[src/rtl/display_scan.sv]
// Two-digit multiplexed 7-segment scanner: per-frame BCD latching, anode dead-time,
// optional leading-zero blanking and whole-display blink. Outputs are registered.
module display_scan #(
    parameter int unsigned DIV       = 50000,
    parameter int unsigned GUARD     = 500,
    parameter int unsigned BLINK_DIV = 250
) (
    input  logic       clk,
    input  logic       rst,
    input  logic [3:0] uni,
    input  logic [3:0] dec,
    input  logic       blank_lz,
    input  logic       blink_en,
    output logic [6:0] seg,
    output logic [1:0] an,
    output logic       frame
);

    localparam int unsigned CW = (DIV > 1) ? $clog2(DIV) : 1;
    localparam int unsigned BW = (BLINK_DIV > 1) ? $clog2(BLINK_DIV) : 1;

    typedef enum logic {S_UNI, S_DEC} state_t;

    state_t        state;
    logic [CW-1:0] cnt;
    logic [3:0]    uni_q;
    logic [3:0]    dec_q;
    logic [BW-1:0] fcnt;
    logic          blink_off;

    logic          slot_end;
    logic          dark;
    logic [3:0]    digit;

    function automatic logic [6:0] decode(input logic [3:0] d);
        case (d)
            4'd0:    return 7'h40;
            4'd1:    return 7'h79;
            4'd2:    return 7'h24;
            4'd3:    return 7'h30;
            4'd4:    return 7'h19;
            4'd5:    return 7'h12;
            4'd6:    return 7'h02;
            4'd7:    return 7'h78;
            4'd8:    return 7'h00;
            4'd9:    return 7'h10;
            default: return 7'h3F;
        endcase
    endfunction

    assign slot_end = (cnt == CW'(DIV - 1));

    // Both anodes are dark during the slot guard, the blink OFF phase, or a blanked leading zero.
    always_comb begin
        digit = (state == S_UNI) ? uni_q : dec_q;
        dark  = (32'(cnt) < GUARD)
             || (blink_en && blink_off)
             || ((state == S_DEC) && blank_lz && (dec_q == 4'd0));
    end

    always_ff @(posedge clk or negedge rst) begin
        if (!rst) begin
            cnt       <= '0;
            state     <= S_UNI;
            uni_q     <= '0;
            dec_q     <= '0;
            fcnt      <= '0;
            blink_off <= 1'b0;
            seg       <= 7'h7F;
            an        <= 2'b11;
            frame     <= 1'b0;
        end else begin
            seg   <= dark ? 7'h7F : decode(digit);
            an    <= dark ? 2'b11 : ((state == S_UNI) ? 2'b10 : 2'b01);
            frame <= slot_end && (state == S_DEC);

            if (slot_end) begin
                cnt <= '0;
                case (state)
                    S_UNI: state <= S_DEC;
                    S_DEC: begin
                        state <= S_UNI;
                        uni_q <= uni;
                        dec_q <= dec;
                        if (fcnt == BW'(BLINK_DIV - 1)) begin
                            fcnt      <= '0;
                            blink_off <= ~blink_off;
                        end else begin
                            fcnt <= fcnt + 1'b1;
                        end
                    end
                    default: state <= S_UNI;
                endcase
            end else begin
                cnt <= cnt + 1'b1;
            end
        end
    end

endmodule

[config.mk]
export PLATFORM = sky130hd
export DESIGN_NAME = display_scan
export DESIGN_NICKNAME = d
export VERILOG_FILES = /design/src/rtl/display_scan.sv
export SDC_FILE = /design/constraint.sdc
export NUM_CORES = 1
export LEC_CHECK = 0
export BUFFER_PORTS_ARGS = -buffer_cell sky130_fd_sc_hd__buf_4
export CAP_MARGIN = 30
export CORE_ASPECT_RATIO = 1.1
export CORE_MARGIN = 4
export CORE_UTILIZATION = 37
export DETAILED_ROUTE_END_ITERATION = 10
export PLACE_DENSITY_LB_ADDON = 0.3
export SYNTH_ARGS = -nofsm -noshare
export SYNTH_HDL_FRONTEND = slang
export SYNTH_SLANG_ARGS = --single-unit
[constraint.sdc]
create_clock -name clk -period 5.5 [get_ports clk]
set_input_delay 0.275 -clock clk [delete_from_list [all_inputs] [get_ports clk]]
set_output_delay 0.275 -clock clk [all_outputs]
set_load 0.005 [all_outputs]
==> results.yml, run 1 <==
power_and_ir_drop:
  pwr-share-comb_pct: 4.3
  leakage_nw: 1.10
  clockPowerShare_pct: 43.1
  power.switching_uw: 126
  internal_power_uw: 499
  ir_drop_mv: 0.133
  power.density_nw_per_um2: 245
  swShare_pct: 20.2
  seq_power_share_pct: 52.6
yosys:
  async_flop_share_pct: 100
  ys.flop_type: "dfrtp_1"
  avgSynthCellArea_um2: 11.2
  synthCells: 198
  synth_edf_count: 0
  syn_area_um2: 2210
  synth.distinct_cells: 46
  yosysWarnings: 0
  synth-seq-cells: 44
  synth.net_count: 218
  synth-seq-area-share_pct: 50.3
placed_design:
  hpwl_um: 2920
  place_ws_ps: 3300
  dp.cells: 290
  dpl_cell_area_um2: 2410
  place_congestion: 0.803
  port_buffers: 21
floorplanning:
  top_level_ports: 22
  fp.dieArea_um2: 7290
  start_util_pct: 38.1
  core-area_um2: 5810
  rows: 29
  die_h_um: 89.1
  dieWidth_um: 81.7
sta:
  final_max_slew_viol_count: 0
  max-slew-margin-rel_pct: 57.5
  finalSetupViolations: 0
  min_period_ps: 2220
  setup_slack_ps: 3280
  finalHoldViolCount: 0
  finalCritPeriodShare_pct: 40.4
  worst_slew_pin_slew_ps: 637
  fmax_mhz: 450
  rsz0062_at_grt: "false"
  skew_ps: 5.78
  setup_tns_ps: 0
layout:
  n_antenna_cell: 0
  drive_gt1_share_pct: 24.3
  final_util_pct: 43.9
  final_common_cell: "dfrtp_1"
  multi_input_area_um2: 1010
  fin_area_um2: 2550
  mostFrequentLayoutCells: "35 x dfrtp_1, 22 x buf_4, 15 x o21ai_0"
  seq_area_um2: 1110
  fillers: 579
  area_growth_pct: 15.3
  nNetsFinal: 241
  fin_cells: 299
route:
  viasPerCell: 5.18
  first_iter_violations: 73
  vias: 1549
  dr.pass1.iters: 4
  post-route-drc-count: 0
  wl_per_cell_um: 13.8
  ant_nets: 0
  wirelength_um: 4120
worst_hold_path:
  hold_path_class: "in2reg"
  min_from: "uni[2]"
cts:
  cts_tree: "built"
  cts_resized: 0
  cts_made_buffers: 5
  cts_sinks: 44
  cts_setup_buffers: 0
  clkLatencyLatePin_ps: 300
  clk_pin_slew_ps: 80
  htreeDepth: 2
  cts.path.max_buffers: 2
  cts_root_buf: "clkbuf_8"
setup_path:
  slowest_delay_ps: 650
  critPathCaptureType: "flip-flop"
  arrival_ps: 2440
  r2r-start: "cnt[10]"
  slowest_stage: "or4_4"
  crit_path_max_fanout: 17
  required_ps: 5720
  cpLargestDelayFamily: "simple AND/OR/NAND/NOR gates"
  path_buf_inv: 0
  worstSetupPathType: "reg2reg"
  crit_chain: "or4_1 > or4_4 > or3_1 > o21ai_0"
  worstSetupStartpoint: "cnt[10]"
  cp-start-kind: "flip-flop"
global_route:
  grt_max_degree: 45
  track_usage_pct: 12.6
  antenna_found_initial: 0
  grt_overflow: 0
  grt_pass1_vias: 1411
  grt_first_pass_wirelength_um: 6960
flow_run:
  max-cap-violations: 0
outcome:
  status: "finished clean"
synthesized netlist by cell type (all sizes together) (2+ instances only):
master  count  area (um2)
dfstp       9         236
dfrtp      35         876
o21ai      15        75.1
buf         4        47.5
o41ai       3        26.3
o31ai       4        48.8
nor2       11        41.3
nand2       8        30.0
inv         8        30.0
nor4        5        37.5
mux2i       5        50.1
ha          8         100
xor2        7        61.3
nand2b      4        25.0
clkbuf      3        12.5
or3         3        18.8
a21oi       9        45.0
mux2       10         120
nor3        3        15.0
a21o        2        15.0
and2        2        12.5
and4        3        27.5
xnor2       6        52.6
and3        3        18.8
nand4       7        43.8
or4         2        18.8
nand3      10        50.1
path summary, 6_finish.rpt:
| check | to | cells after the start | slack (ps) |
|---|---|---|---|
| min in group asynchronous | fcnt[7] | 2 | 500 |
| min | uni_q[2] | 2 | 200 |
| min reg2reg | blink_off | 1 | 480 |
| max | fcnt[1] | 4 | 3280 |
| max in group asynchronous | an[0] | 2 | 4610 |
| max reg2reg | fcnt[1] | 4 | 3280 |
kinds of logic (layout without fill, tap and decap cells):
kind of cell | count (synthesis) | count (layout) | share of synthesized area (%)
simple gates | 65 | 65 | 17.0
xor+xnor | 13 | 13 | 5.14
buf+inv | 15 | 39 | 4.07
mux | 15 | 15 | 7.69
flops | 44 | 44 | 50.3
compound gates | 38 | 38 | 11.3
fa+ha+maj | 8 | 8 | 4.52
power groups by stage:
stage	sequential, mW	combinational (mW)	clock, mW
floorplan	0.334	0.0121	0
global placement	0.335	0.0269	0
detailed placement	0.335	0.0274	0
CTS	0.329	0.0281	0.278
global route	0.329	0.0312	0.295
finish	0.329	0.0271	0.269
layer usage:
| layer | vias up | track usage, % | part of all wire [%] |
|---|---|---|---|
| li1 | 759 | - | - |
| met4 | 0 | 6.34 | 2.1 |
| met1 | 756 | 17.0 | 48 |
| met2 | 27 | 19.1 | 46 |
| met5 | - | 0 | 0 |
| met3 | 7 | 2.52 | 3.8 |
sequential cells by signal, indices dropped and copies added (netlist names):
register and count:
cnt 16, fcnt 8, seg 7, dec_q 4, uni_q 4, an 2, blink_off 1, frame 1
state 1
final cells by class:
type / instances / share of cell area, %
Sequential cell: 44 / 43.6
Timing Repair Buffer: 23 / 6.87
Clock buffer: 7 / 3.78
Clock inverter: 1 / 1.18
Inverter: 8 / 1.18
Multi-Input combinational cell: 139 / 39.6
Tap cell: 77 / 3.78
stage by stage:
stage	hold WS (ps)	total power [mW]
final	201	0.625
after floorplan	-20.6	0.346
after global placement	309	0.362
after detailed placement	315	0.362
after CTS	191	0.634
after global routing	187	0.655
what timing repair did:
item                       4_1_cts  5_1_grt
hold endpoints to repair        35        0
hold buffers                     1        0
setup endpoints to repair        0        0
Power figures use the tool's default switching activity.
==> inputs of run 2 (changes only) <==
--- a/config.mk
+++ b/config.mk
@@ -5,6 +5,7 @@
 export SDC_FILE = /design/constraint.sdc
 export NUM_CORES = 1
 export LEC_CHECK = 0
+export ABC_AREA = 1
 export BUFFER_PORTS_ARGS = -buffer_cell sky130_fd_sc_hd__buf_4
 export CAP_MARGIN = 30
 export CORE_ASPECT_RATIO = 1.1
==> constraint.sdc (replaced) <==
create_clock -name clk -period 2 [get_ports clk]
set_input_delay 0.1 -clock clk [delete_from_list [all_inputs] [get_ports clk]]
set_output_delay 0.1 -clock clk [all_outputs]
set_load 0.005 [all_outputs]
==> run 2 against run 1 <==
Sequential power increased to 2.7 times the previous value. Register-to-register slack got worse by 2900 ps. Die area grew 13%. Hold slack got worse by 22 ps. Largest power group unchanged. Final cell count grew 49%. Global-route usage is 1.5 points higher. Synthesized area is 15% higher. Non-clock buffer count rose by 8. Critical endpoint is now seg[3]. Sequential share of layout area is 6.2 points lower. Critical path type unchanged.
==> results.yml, run 2 <==
outcome:
  status: "finished clean"
setup_path:
  slowest_stage: "dfrtp_1"
  cp-start-kind: "flip-flop"
  cp_common_cell: "nand2_1"
  crit_chain: "inv_2 > nor2_1 > nor2_1 > inv_1 > ha_1 > nand2_1 > nand3_1 > nand2_1 > inv_1 > nand2_1"
  slowest_delay_ps: 390
  arrival_ps: 1880
  worstSetupPathType: "reg2reg"
  required_ps: 2220
  crit_path_max_fanout: 7
  critPathCaptureType: "flip-flop"
yosys:
  synth_top_area_share_pct: 34.4
  syn_area_um2: 2540
  synth_edf_count: 0
  synth.net_count: 349
  synth-seq-area-share_pct: 43.7
  synthCells: 329
  yosys.cell_count.top_type: "nand2_1"
  synth.distinct_cells: 27
  synth.largest_area_cell: "dfrtp_1"
  yosysWarnings: 0
  synthTopCellsByCount: "106 x nand2_1, 44 x inv_1, 39 x nor2_1"
  avgSynthCellArea_um2: 7.73
  synth-seq-cells: 44
  synth_area_leaders: "dfrtp_1 34%, nand2_1 16%, dfstp_2 9.3%"
  ys.flop_type: "dfrtp_1"
  async_flop_share_pct: 100
layout:
  largest_register_ffs: 16
  reg_top3: "cnt x16, fcnt x8, seg x7"
  final_util_pct: 44.9
  nNetsFinal: 384
  final_common_cell: "nand2_1"
  fillers: 674
  area_growth_pct: 17.0
  mostFrequentLayoutCells: "106 x nand2_1, 44 x inv_1, 39 x nor2_1"
  drive_gt1_share_pct: 19.2
  registers.top_by_ff_count: "cnt"
  n_antenna_cell: 0
cts:
  cts.path.max_buffers: 2
  cts_setup_buffers: 0
  cts_sinks: 44
  postCtsHoldBufs: 9
  cts_resized: 0
  cts_root_buf: "clkbuf_8"
  cts_made_buffers: 5
  clkLatencyLatePin_ps: 300
  cts_tree: "built"
  clk_pin_slew_ps: 80
  htreeDepth: 2
sta:
  finalHoldViolCount: 0
  worst_slew_pin_slew_ps: 566
  finalCritPeriodShare_pct: 83.3
  setup_tns_ps: 0
  finalSetupViolations: 0
  skew_ps: 9.17
  fmax_mhz: 600
  final_max_slew_viol_count: 0
  min_period_ps: 1670
  rsz0062_at_grt: "false"
  whs_ps: 180
  max-slew-margin-rel_pct: 62.3
placed_design:
  hpwl_um: 3690
  place_congestion: 0.825
  port_buffers: 21
power_and_ir_drop:
  leakage_nw: 1.48
  power.density_nw_per_um2: 542
  ir_drop_mv: 0.303
floorplanning:
  fp.dieArea_um2: 8270
  dieWidth_um: 87.1
  start_util_pct: 38.4
  top_level_ports: 22
  rows: 31
  die_h_um: 95.0
  core-area_um2: 6630
route:
  wirelength_um: 5040
  first_iter_violations: 90
  vias: 2045
  post-route-drc-count: 0
  viasPerCell: 4.57
  ant_nets: 0
  dr.pass1.iters: 4
  wl_per_cell_um: 11.3
global_route:
  track_usage_pct: 14.0
  antenna_found_initial: 0
  grt_pass1_vias: 2035
  grt_first_pass_wirelength_um: 9160
  grt_overflow: 0
  grt_max_degree: 45
worst_hold_path:
  hold_path_class: "in2reg"
flow_run:
  max-cap-violations: 0
[run 2: worst paths after layout]
check | startpoint | end | slack, ps | depth (start not counted)
hold / removal | blink_en | seg[4] | 180 | 5
setup / recovery | state | seg[3] | 330 | 10
max in group asynchronous | rst | fcnt[2] | 1270 | 2
setup reg to reg | state | seg[3] | 330 | 10
min in group asynchronous | rst | fcnt[5] | 330 | 2
hold reg to reg | dec_q[1] | dec_q[1] | 490 | 2
[run 2: per-stage QoR]
step | cell area (um2) | power, mW | worst slack [ps] | instances
6_report | 2980 | 1.61 | 335 | 447
5_1_grt | 2980 | 1.69 | 132 | 447
4_1_cts | 2980 | 1.65 | 325 | 447
3_5_place_dp | 2780 | 0.942 | 347 | 430
3_3_place_gp | 2780 | 0.941 | 412 | 430
2_1_floorplan | 2540 | 0.907 | 471 | 329
[run 2: cells by family (layout without fill, tap and decap cells)]
| group | count (synthesis) | count (layout) | share of synthesized area, % |
|---|---|---|---|
| AO/OA/AOI/OAI | 25 | 25 | 6.79 |
| XOR/XNOR | 10 | 10 | 3.44 |
| adder cells (fa/ha/maj) | 8 | 8 | 3.94 |
| buffers and inverters | 51 | 87 | 8.41 |
| flip-flops | 44 | 44 | 43.7 |
| AND/OR/NAND/NOR | 191 | 191 | 33.7 |
[run 2: layer usage]
layer | share of wire [%] | global-route usage (%)
met1 | 47 | 17.8
met2 | 49 | 23.4
met3 | 2.3 | 2.97
met4 | 1.7 | 5.19
met5 | 0 | 0
[run 2: critical path: cells and delay by family, from the launching register on]
family	cells	cell delay, ps
fa+ha+maj	1	310
simple gates	6	540
buf+inv	3	350
flops	1	390
[run 2: power by group]
group / total, mW / leakage [nW] / switching, mW / internal (mW)
combinational: 0.0472 / 0.898 / 0.0224 / 0.0248
sequential: 0.890 / 0.528 / 0 / 0.890
clock: 0.676 / 0.0552 / 0.305 / 0.371
[run 2: final cells by class]
class                      instances  area [um2]  area share, %
sequential                        44        1110           37.4
clock inverter                     2        35.0           1.18
clock buffer                       6        72.6           2.44
multi-input combinational        234        1220           40.9
tap                               82         103           3.45
timing repair buffer              31         255           8.58
inverter                          48         180           6.06
